--- src/rtl/mem_rw_pkg.sv ---
// Shared definitions for the S-memory reader/writer pair: default geometry,
// read-side FSM state encoding and RAM timing constants.
package mem_rw_pkg;

  // Default memory geometry (256 x 8), shared with memory_write.
  localparam int ADDR_W     = 8;
  localparam int DATA_W     = 8;
  localparam int MEM_DEPTH  = 1 << ADDR_W;

  // The RAM returns mem_q exactly this many cycles after mem_rden.
  localparam int RD_LATENCY = 1;

  // Reader FSM states.
  typedef enum logic [1:0] {
    IDLE  = 2'd0,
    READ  = 2'd1,
    DRAIN = 2'd2,
    DONE  = 2'd3
  } rd_state_t;

endpackage : mem_rw_pkg

--- src/rtl/rd_buffer2.sv ---
// Two-entry FIFO that absorbs RAM read returns so a stalled consumer never
// loses a word. Push and pop in the same cycle leave the count unchanged.
// A push into a full buffer (without a simultaneous pop) and a pop from an
// empty buffer are both ignored; the caller's credit check prevents them.
module rd_buffer2 #(
  parameter int DATA_W = mem_rw_pkg::DATA_W
) (
  input  logic              clk,
  input  logic              rst_n,
  input  logic              i_push,
  input  logic [DATA_W-1:0] i_push_data,
  input  logic              i_pop,
  output logic [1:0]        o_count,
  output logic              o_valid,
  output logic [DATA_W-1:0] o_head
);

  logic [DATA_W-1:0] r_entry [2];
  logic              r_rd_ptr;
  logic              r_wr_ptr;
  logic [1:0]        r_count;

  logic              w_pop_ok;
  logic              w_push_ok;

  assign w_pop_ok  = i_pop && (r_count != 2'd0);
  assign w_push_ok = i_push && ((r_count != 2'd2) || w_pop_ok);

  // Storage and pointer updates.
  always_ff @(posedge clk or negedge rst_n) begin
    if (!rst_n) begin
      for (int i = 0; i < 2; i++) begin
        r_entry[i] <= '0;
      end
      r_rd_ptr <= 1'b0;
      r_wr_ptr <= 1'b0;
    end else begin
      if (w_push_ok) begin
        r_entry[r_wr_ptr] <= i_push_data;
        r_wr_ptr          <= ~r_wr_ptr;
      end
      if (w_pop_ok) begin
        r_rd_ptr <= ~r_rd_ptr;
      end
    end
  end

  // Occupancy count: simultaneous push and pop cancel out.
  always_ff @(posedge clk or negedge rst_n) begin
    if (!rst_n) begin
      r_count <= 2'd0;
    end else begin
      case ({w_push_ok, w_pop_ok})
        2'b10:   r_count <= r_count + 2'd1;
        2'b01:   r_count <= r_count - 2'd1;
        default: r_count <= r_count;
      endcase
    end
  end

  assign o_count = r_count;
  assign o_valid = (r_count != 2'd0);
  assign o_head  = r_entry[r_rd_ptr];

endmodule : rd_buffer2

--- src/rtl/memory_read.sv ---
// Streaming reader for the 256x8 S-memory. On an accepted start it reads
// `length` consecutive bytes from `base_addr` (wrapping at the top of memory),
// hides the RAM's 1-cycle read latency behind a 2-entry buffer and presents
// the bytes in address order on a valid/ready stream.
//
// Handshake: a word moves when out_valid && out_ready on a rising edge;
// out_valid never drops and out_data never changes while out_valid is high
// and out_ready is low.
module memory_read #(
  parameter int ADDR_W = mem_rw_pkg::ADDR_W,
  parameter int DATA_W = mem_rw_pkg::DATA_W
) (
  input  logic              clk,
  input  logic              rst_n,
  input  logic              start,
  input  logic [ADDR_W-1:0] base_addr,
  input  logic [ADDR_W:0]   length,
  output logic [ADDR_W-1:0] mem_addr,
  output logic              mem_rden,
  input  logic [DATA_W-1:0] mem_q,
  output logic [DATA_W-1:0] out_data,
  output logic              out_valid,
  input  logic              out_ready,
  output logic              busy,
  output logic              finish,
  output logic [1:0]        dbg_state
);

  import mem_rw_pkg::*;

  localparam logic [ADDR_W:0] CNT_ZERO = '0;
  localparam logic [ADDR_W:0] CNT_ONE  = {{ADDR_W{1'b0}}, 1'b1};

  rd_state_t         r_state;
  rd_state_t         w_next_state;

  logic [ADDR_W-1:0] r_next_addr;
  logic [ADDR_W:0]   r_rem_issue;
  logic [ADDR_W:0]   r_rem_accept;
  logic              r_inflight;

  logic              w_start_ok;
  logic              w_issue;
  logic              w_pop;
  logic [1:0]        w_count;
  logic [2:0]        w_occupancy;
  logic              w_buf_valid;
  logic [DATA_W-1:0] w_head;

  assign w_start_ok  = (r_state == IDLE) && start;
  assign w_pop       = w_buf_valid && out_ready;

  // Words already buffered plus the one in flight, less the one leaving now.
  // A new read may only be issued if its return is guaranteed a slot.
  assign w_occupancy = {1'b0, w_count} + {2'b00, r_inflight} - {2'b00, w_pop};

  // Return buffer; the RAM word is captured the cycle after the read issue.
  rd_buffer2 #(
    .DATA_W (DATA_W)
  ) u_buf (
    .clk         (clk),
    .rst_n       (rst_n),
    .i_push      (r_inflight),
    .i_push_data (mem_q),
    .i_pop       (w_pop),
    .o_count     (w_count),
    .o_valid     (w_buf_valid),
    .o_head      (w_head)
  );

  // FSM state register.
  always_ff @(posedge clk or negedge rst_n) begin
    if (!rst_n) begin
      r_state <= IDLE;
    end else begin
      r_state <= w_next_state;
    end
  end

  // Next-state and read-issue decision.
  always_comb begin
    w_next_state = r_state;
    w_issue      = 1'b0;
    case (r_state)
      IDLE: begin
        if (start) begin
          w_next_state = (length == CNT_ZERO) ? DONE : READ;
        end
      end
      READ: begin
        if (w_occupancy < 3'd2) begin
          w_issue = 1'b1;
        end
        if (w_issue && (r_rem_issue == CNT_ONE)) begin
          w_next_state = DRAIN;
        end
      end
      DRAIN: begin
        // Leave on the same edge that transfers the final word.
        if ((r_rem_accept == CNT_ZERO) ||
            ((r_rem_accept == CNT_ONE) && w_pop)) begin
          w_next_state = DONE;
        end
      end
      DONE: begin
        w_next_state = IDLE;
      end
      default: begin
        w_next_state = IDLE;
      end
    endcase
  end

  // Address generator and issue counter; start is only honoured in IDLE.
  always_ff @(posedge clk or negedge rst_n) begin
    if (!rst_n) begin
      r_next_addr <= '0;
      r_rem_issue <= '0;
    end else if (w_start_ok) begin
      r_next_addr <= base_addr;
      r_rem_issue <= length;
    end else if (w_issue) begin
      r_next_addr <= r_next_addr + 1'b1;
      r_rem_issue <= r_rem_issue - 1'b1;
    end
  end

  // Count of words still owed to the consumer.
  always_ff @(posedge clk or negedge rst_n) begin
    if (!rst_n) begin
      r_rem_accept <= '0;
    end else if (w_start_ok) begin
      r_rem_accept <= length;
    end else if (w_pop && (r_rem_accept != CNT_ZERO)) begin
      r_rem_accept <= r_rem_accept - 1'b1;
    end
  end

  // Marks a read whose data appears on mem_q next cycle.
  always_ff @(posedge clk or negedge rst_n) begin
    if (!rst_n) begin
      r_inflight <= 1'b0;
    end else begin
      r_inflight <= w_issue;
    end
  end

  assign mem_addr  = r_next_addr;
  assign mem_rden  = w_issue;
  assign out_valid = w_buf_valid;
  assign out_data  = w_head;
  assign busy      = (r_state != IDLE);
  assign finish    = (r_state == DONE);
  assign dbg_state = r_state;

endmodule : memory_read

--- config.mk ---
export PLATFORM = sky130hd
export DESIGN_NAME = memory_read
export DESIGN_NICKNAME = d
export VERILOG_FILES = /design/src/rtl/mem_rw_pkg.sv /design/src/rtl/rd_buffer2.sv /design/src/rtl/memory_read.sv
export SDC_FILE = /design/constraint.sdc
export NUM_CORES = 1
export LEC_CHECK = 0
export ABC_CLOCK_PERIOD_IN_PS = 3850
export BUFFER_PORTS_ARGS = -buffer_cell sky130_fd_sc_hd__buf_2
export CORE_MARGIN = 1
export CORE_UTILIZATION = 31
export DETAILED_ROUTE_END_ITERATION = 8
export PLACE_DENSITY = 0.48
export SLEW_MARGIN = 0
export SYNTH_ARGS = -nofsm -noshare
export SYNTH_HDL_FRONTEND = slang
export SYNTH_HIERARCHICAL = 1
export SYNTH_SLANG_ARGS = --single-unit
--- constraint.sdc ---
create_clock -name clk -period 3.85 [get_ports clk]
set_input_delay 0.5775 -clock clk [delete_from_list [all_inputs] [get_ports clk]]
set_output_delay 0.5775 -clock clk [all_outputs]
set_load 0.05 [all_outputs]
* Word level (Yosys, flattened, before mapping)
Index checks and enable logic that the tools add are counted.
** Operators by class
- Add/subtract/negate cells :: 7
- $lt $le $gt $ge :: 4
- Eq/ne operators :: 11
- Multiplexer cells :: 21
- Bitwise gates (word level) :: 4
- Reduce and logical (&&, ||, !) cells :: 20
** Operators with widths (number)
- 8-bit two-way mux :: 6
- 9-bit two-way mux :: 4
- 9-bit by 1-bit == test with 1-bit output, second input constant :: 2
- 9-bit zero test :: 2
- 9-bit by 1-bit subtractor with 9-bit output, second input constant :: 2
- 16-bit bitwise mux :: 1
- 2-bit nonzero test :: 5
- 9-bit nonzero test :: 1
- 8-bit by 1-bit adder with 8-bit output, second input constant :: 1
- 8-bit demux with 1-bit select :: 1
- 1-bit logical AND :: 8
- 2-bit two-way mux :: 4
- 2-bit inequality test, second input constant :: 4
- 2-bit case mux with 4 select lines :: 1
- 2-bit == test, second input constant :: 3
- 2-bit by 1-bit == test with 1-bit output, second input constant :: 2
- 2-bit greater-or-equal comparator, second input constant :: 2
- 1-bit NOT with 2-bit output :: 2
- 2-bit case mux with 2 select lines :: 1
- 2-bit by 1-bit adder with 3-bit output :: 1
- 3-bit by 2-bit < comparator with 1-bit output, second input constant :: 1
- 1-bit two-way mux :: 3
- 3-bit AND reduction :: 1
- 3-bit by 1-bit subtractor with 3-bit output :: 1
- other kinds (6) :: 8
** Storage, ports and cells
- Flip-flop bits (word level) :: 49
- Input port bits :: 29
- Output and inout port bits :: 22
- Word-level logic and storage cells :: 77

* Logic depth before layout (Yosys ltp)
- Depth in word-level cells :: 9
- Depth in mapped cells :: 11
- Mapped depth without buffers :: 11

* Hierarchy
The synthesis kept the hierarchy.
** Modules (own cells, without submodules)
- memory_read :: instances 1, cells each 192, area an instance 1778.0 um^2, sequential area each 725.7 um^2
- rd_buffer2 :: instances 1, cells each 59, area an instance 894.6 um^2, sequential area each 500.5 um^2

* Worst setup path before layout
No wires, ideal clock.
- Path kind :: register to output
- Start :: reg u_buf.r_count[1], in the netlist u_buf/o_count[1]
- End :: out mem_rden
- Arrival time :: 2.825 ns
- Path slack :: 0.447 ns
- Stages on the path, launching flop included :: 10
- Path buffers :: 0
- Cell sequence :: dfrtp_1 -> or2_2 -> nand2_1 -> inv_1 -> ha_1 -> nand2b_1 -> fa_1 -> xnor2_1 -> nand2_1 -> inv_1
** On the way
- Longest elaborated chain between the ends :: 7
- Elaborated cells between the ends (all ways) :: 8
- Those cells by class :: 2 x add/sub; 1 x order compare; 3 x mux; 2 x reduce/logical
** RTL lines
- start: declaration :: line rd_buffer2.sv:21 : logic [1:0] r_count;
- start signal: assignment :: line rd_buffer2.sv:54 : 2'b10: r_count <= r_count + 2'd1;
- start signal: assignment :: line rd_buffer2.sv:55 : 2'b01: r_count <= r_count - 2'd1;
- start signal: assignment :: line rd_buffer2.sv:56 : default: r_count <= r_count;
- 2-bit nonzero test :: line rd_buffer2.sv:62 : assign o_valid = (r_count != 2'd0);
- named net out_valid :: line memory_read.sv:22 : output logic out_valid,
- 1-bit logical AND :: line memory_read.sv:51 : assign w_pop = w_buf_valid && out_ready;
- named net w_pop :: line memory_read.sv:44 : logic w_pop;
- 3-bit by 1-bit subtractor with 3-bit output :: line memory_read.sv:55 : assign w_occupancy = {1'b0, w_count} + {2'b00, r_inflight} - {2'b00, w_pop};
- 3-bit by 2-bit < comparator with 1-bit output :: line memory_read.sv:91 : if (w_occupancy < 3'd2) begin
- 1-bit two-way mux :: line memory_read.sv:91
- 1-bit two-way mux (2 in a row) :: line memory_read.sv:84 : case (r_state)
- end: declaration :: line memory_read.sv:19 : output logic mem_rden,
The timed path passes the listed nets, and every way through them passes these cells. The select of a mux whose other input is x is not followed.

* Worst setup path after layout
- Start :: reg u_buf.r_count[1], in the netlist u_buf/o_count[1]
- End :: out mem_rden
** On the way
- Longest elaborated chain between the ends :: 7
- Elaborated cells between the ends (all ways) :: 8
- Those cells by class :: 2 x add/sub; 1 x order compare; 3 x mux; 2 x reduce/logical
** RTL lines (line)
- 2-bit nonzero test :: rd_buffer2.sv:62
- 1-bit logical AND :: memory_read.sv:51
- named net w_pop :: memory_read.sv:44
- 3-bit by 1-bit subtractor with 3-bit output :: memory_read.sv:55
- 3-bit by 2-bit < comparator with 1-bit output :: memory_read.sv:91
- 1-bit two-way mux :: memory_read.sv:91
- 1-bit two-way mux (2 in a row) :: memory_read.sv:84
The timed path passes the listed nets, and every way through them passes these cells. The select of a mux whose other input is x is not followed.

==> impl_metrics.ini <==
[layout]
num-nets-final = 347
layout-drive-gt1-share = 0.317
antenna_cells = 0
syn_to_final_growth_pct = 17.9
fin_cells = 411
fin_area_um2 = 3150
fin_util = 0.380
nFillCells = 852

[logic_synthesis]
postSynthCellCount = 251
synth_top_family_by_area = simple AND/OR/NAND/NOR gates
synth_mux_area_frac = 0.114
synthTopCellsByCount = 49 x dfrtp_1, 24 x mux2_2, 16 x nor2_1
syn_nets = 293
synth_compound_area_frac = 0.109
avgSynthCellArea_um2 = 10.6
synthSimpleGateAreaFrac = 0.163
yosys.area.top_type = dfrtp_1
synthAdderAreaFrac = 0.0637
synth_edf_count = 0
ys_warn_count = 6
ys_seq_area_frac = 0.459
synth_xor_area_frac = 0.0655
synthesis.area_um2 = 2670
synthDistinctLibCells = 41
synth_seq_cells = 49
synthFlopType = dfrtp_1
synthMostInstantiatedCell = dfrtp_1
ys_async_sr_fraction = 1.00
netlist_top_cells_area = dfrtp_1 46%, mux2_2 10%, ha_1 5.6%
synth_top_cell_area_share = 0.459

[routing]
drtIter0Drc = 117
drc = 0
drt_wl_total_um = 5970
via_count = 2025
vias_per_cell = 4.93
postRouteAntennaNets = 0
avgRoutedWirePerCell_um = 14.5
first_pass_iters = 4

[sta]
tightestPinTransition_ns = 0.977
rsz0062_at_grt = no
slew_headroom = 0.347
skew_ns = 0.0137
setup_viol = 0
slew_violations = 0
setup-tns-final_ns = 0
hold_viol_final = 0
post-route-period-util = 0.953
clock.fmax_ghz = 0.273
period_needed_ns = 3.67

[global_routing]
grtUsageTotal = 0.141
grtUsageMet1 = 0.190
grtUsageMet3 = 0.0274
antenna_found_initial = 0
grt_use_met2 = 0.227
grt_start_max_net_pins = 30
grt-ovfl-total = 0
grt.busiest_layer = met2
grt_pass1_vias = 1997
grt_pass1_wl_um = 9760

[critical_path]
cp-start-kind = flip-flop
cp_max_fo = 7
cp_data_arrival_time_ns = 3.09
critPathKind = flip-flop to output pin
end_kind = output pin
crit_required_ns = 3.27

[floorplanning]
dieHeight_um = 94.9
row_count = 33
fp.dieW_um = 94.9
start_util = 0.322
fp.coreArea_um2 = 8300
die_area_um2 = 9000
ios = 51

[clock_tree]
clock_latency_ns = 0.31
cts-root-buf = clkbuf_8
clk_pin_slew_ns = 0.10
cts_buffer_depth = 2
clock-sinks = 49
cts_tree = built
htree_levels = 2
numCtsBuffers = 5
post_cts_buffers = 0

[power]
leakage_uw = 0.00134
vdd_drop_max_mv = 0.351
powerDensity_nw_per_um2 = 886

[flow_run]
maxCapViolCount = 0

[place]
place_area_um2 = 3050
gp_congestion = 0.744
dp_hpwl_um = 4510
portBuffers = 50
dp.cells = 403

[hold_path]
hold_class = input port to asynchronous set/reset pin

[run_status]
status = completed
-- registers in the layout, summed over array words and instances, names as in the netlist --
name	cells
u_buf/r_entry	16
r_rem_accept	9
r_rem_issue	9
mem_addr	8
dbg_state	2
u_buf/o_count	2
r_inflight	1
u_buf/r_rd_ptr	1
u_buf/r_wr_ptr	1
-- logic make-up (layout without fill, tap and decap cells) --
family | Yosys count | count (layout)
simple gates | 78 | 78
flops | 49 | 49
compound gates | 46 | 46
mux | 27 | 27
xor+xnor | 20 | 20
buf+inv | 18 | 73
fa+ha+maj | 13 | 13
-- per-stage QoR --
stage | power [uW] | hold slack (ns) | setup slack (ns)
2_1_floorplan | 2130 | 0.282 | 0.447
3_3_place_gp | 2470 | 0.487 | 0.496
3_5_place_dp | 2480 | 0.492 | 0.430
4_1_cts | 2820 | 0.221 | 0.0635
5_1_grt | 3000 | 0.234 | 0.00629
6_report | 2790 | 0.212 | 0.183
-- critical path, stage by stage (launching register included) --
cell and delay [ns]:
dfrtp_2 0.48, or2_2 0.39, nand2_1 0.12, inv_1 0.08
ha_1 0.28, nand2b_1 0.15, fa_1 0.55, and2_1 0.23
nand2_1 0.14, inv_1 0.11, buf_2 0.26
-- layout make-up --
class,count,area (um2),share of cell area
multi-input combinational,184,1390,0.439
sequential,49,1230,0.389
timing repair buffer,52,265,0.0842
tap,105,131,0.0417
clock buffer,5,68.8,0.0218
inverter,13,48.8,0.0155
clock inverter,3,25.0,0.00794
-- worst paths after layout --
| path | startpoint | to | slack [ns] | cells past startpoint |
|---|---|---|---|---|
| setup / recovery | u_buf/o_count[1] | mem_rden | 0.18 | 10 |
| hold / removal | rst_n | mem_addr[0] | 0.21 | 1 |
| setup reg to reg | u_buf/o_count[1] | mem_addr[5] | 0.66 | 10 |
| min in group clk | base_addr[0] | mem_addr[0] | 0.46 | 3 |
| max in group asynchronous | rst_n | r_rem_accept[0] | 2.87 | 2 |
| hold reg to reg | u_buf/r_entry[11] | u_buf/r_entry[11] | 0.51 | 1 |
-- layer usage --
metal,part of all wire,routed length (um)
met5,0,0
met4,0.015,91
met1,0.49,2940
met2,0.45,2700
met3,0.040,236
-- timing repair --
item | 4_1_cts | 5_1_grt
gates resized for setup | 0 | 2
endpoints found under the setup margin | 0 | 1
hold endpoints to repair | 0 | 0
hold buffers | 0 | 0
-- placed cells by master, fill, tap and decap left out, types with 2 or more instances in the layout --
cell type,netlist,layout
buf_2,1,50
dfrtp_1,49,48
mux2_2,24,24
nor2_1,16,16
inv_1,13,13
o21ai_0,13,13
nand2_1,12,12
xnor2_1,13,12
a21oi_1,12,12
ha_1,12,12
a31oi_1,10,10
nand3_1,7,7
or4_1,7,7
nor3_1,7,7
xor2_1,7,7
or3_1,5,5
clkbuf_8,0,5
nand2b_1,4,4
nand4_1,4,4
or2_2,4,4
o31ai_1,3,3
and2_1,2,2
o41ai_1,2,2
mux2i_1,2,2
nor4_1,2,2
buf_4,0,2
-- report_power, final --
part | switching (uW) | total [uW] | internal [uW]
combinational | 928 | 1520 | 592
sequential | 210 | 951 | 741
clock | 190 | 321 | 132
No activity file was read; power rests on OpenSTA's default activity.
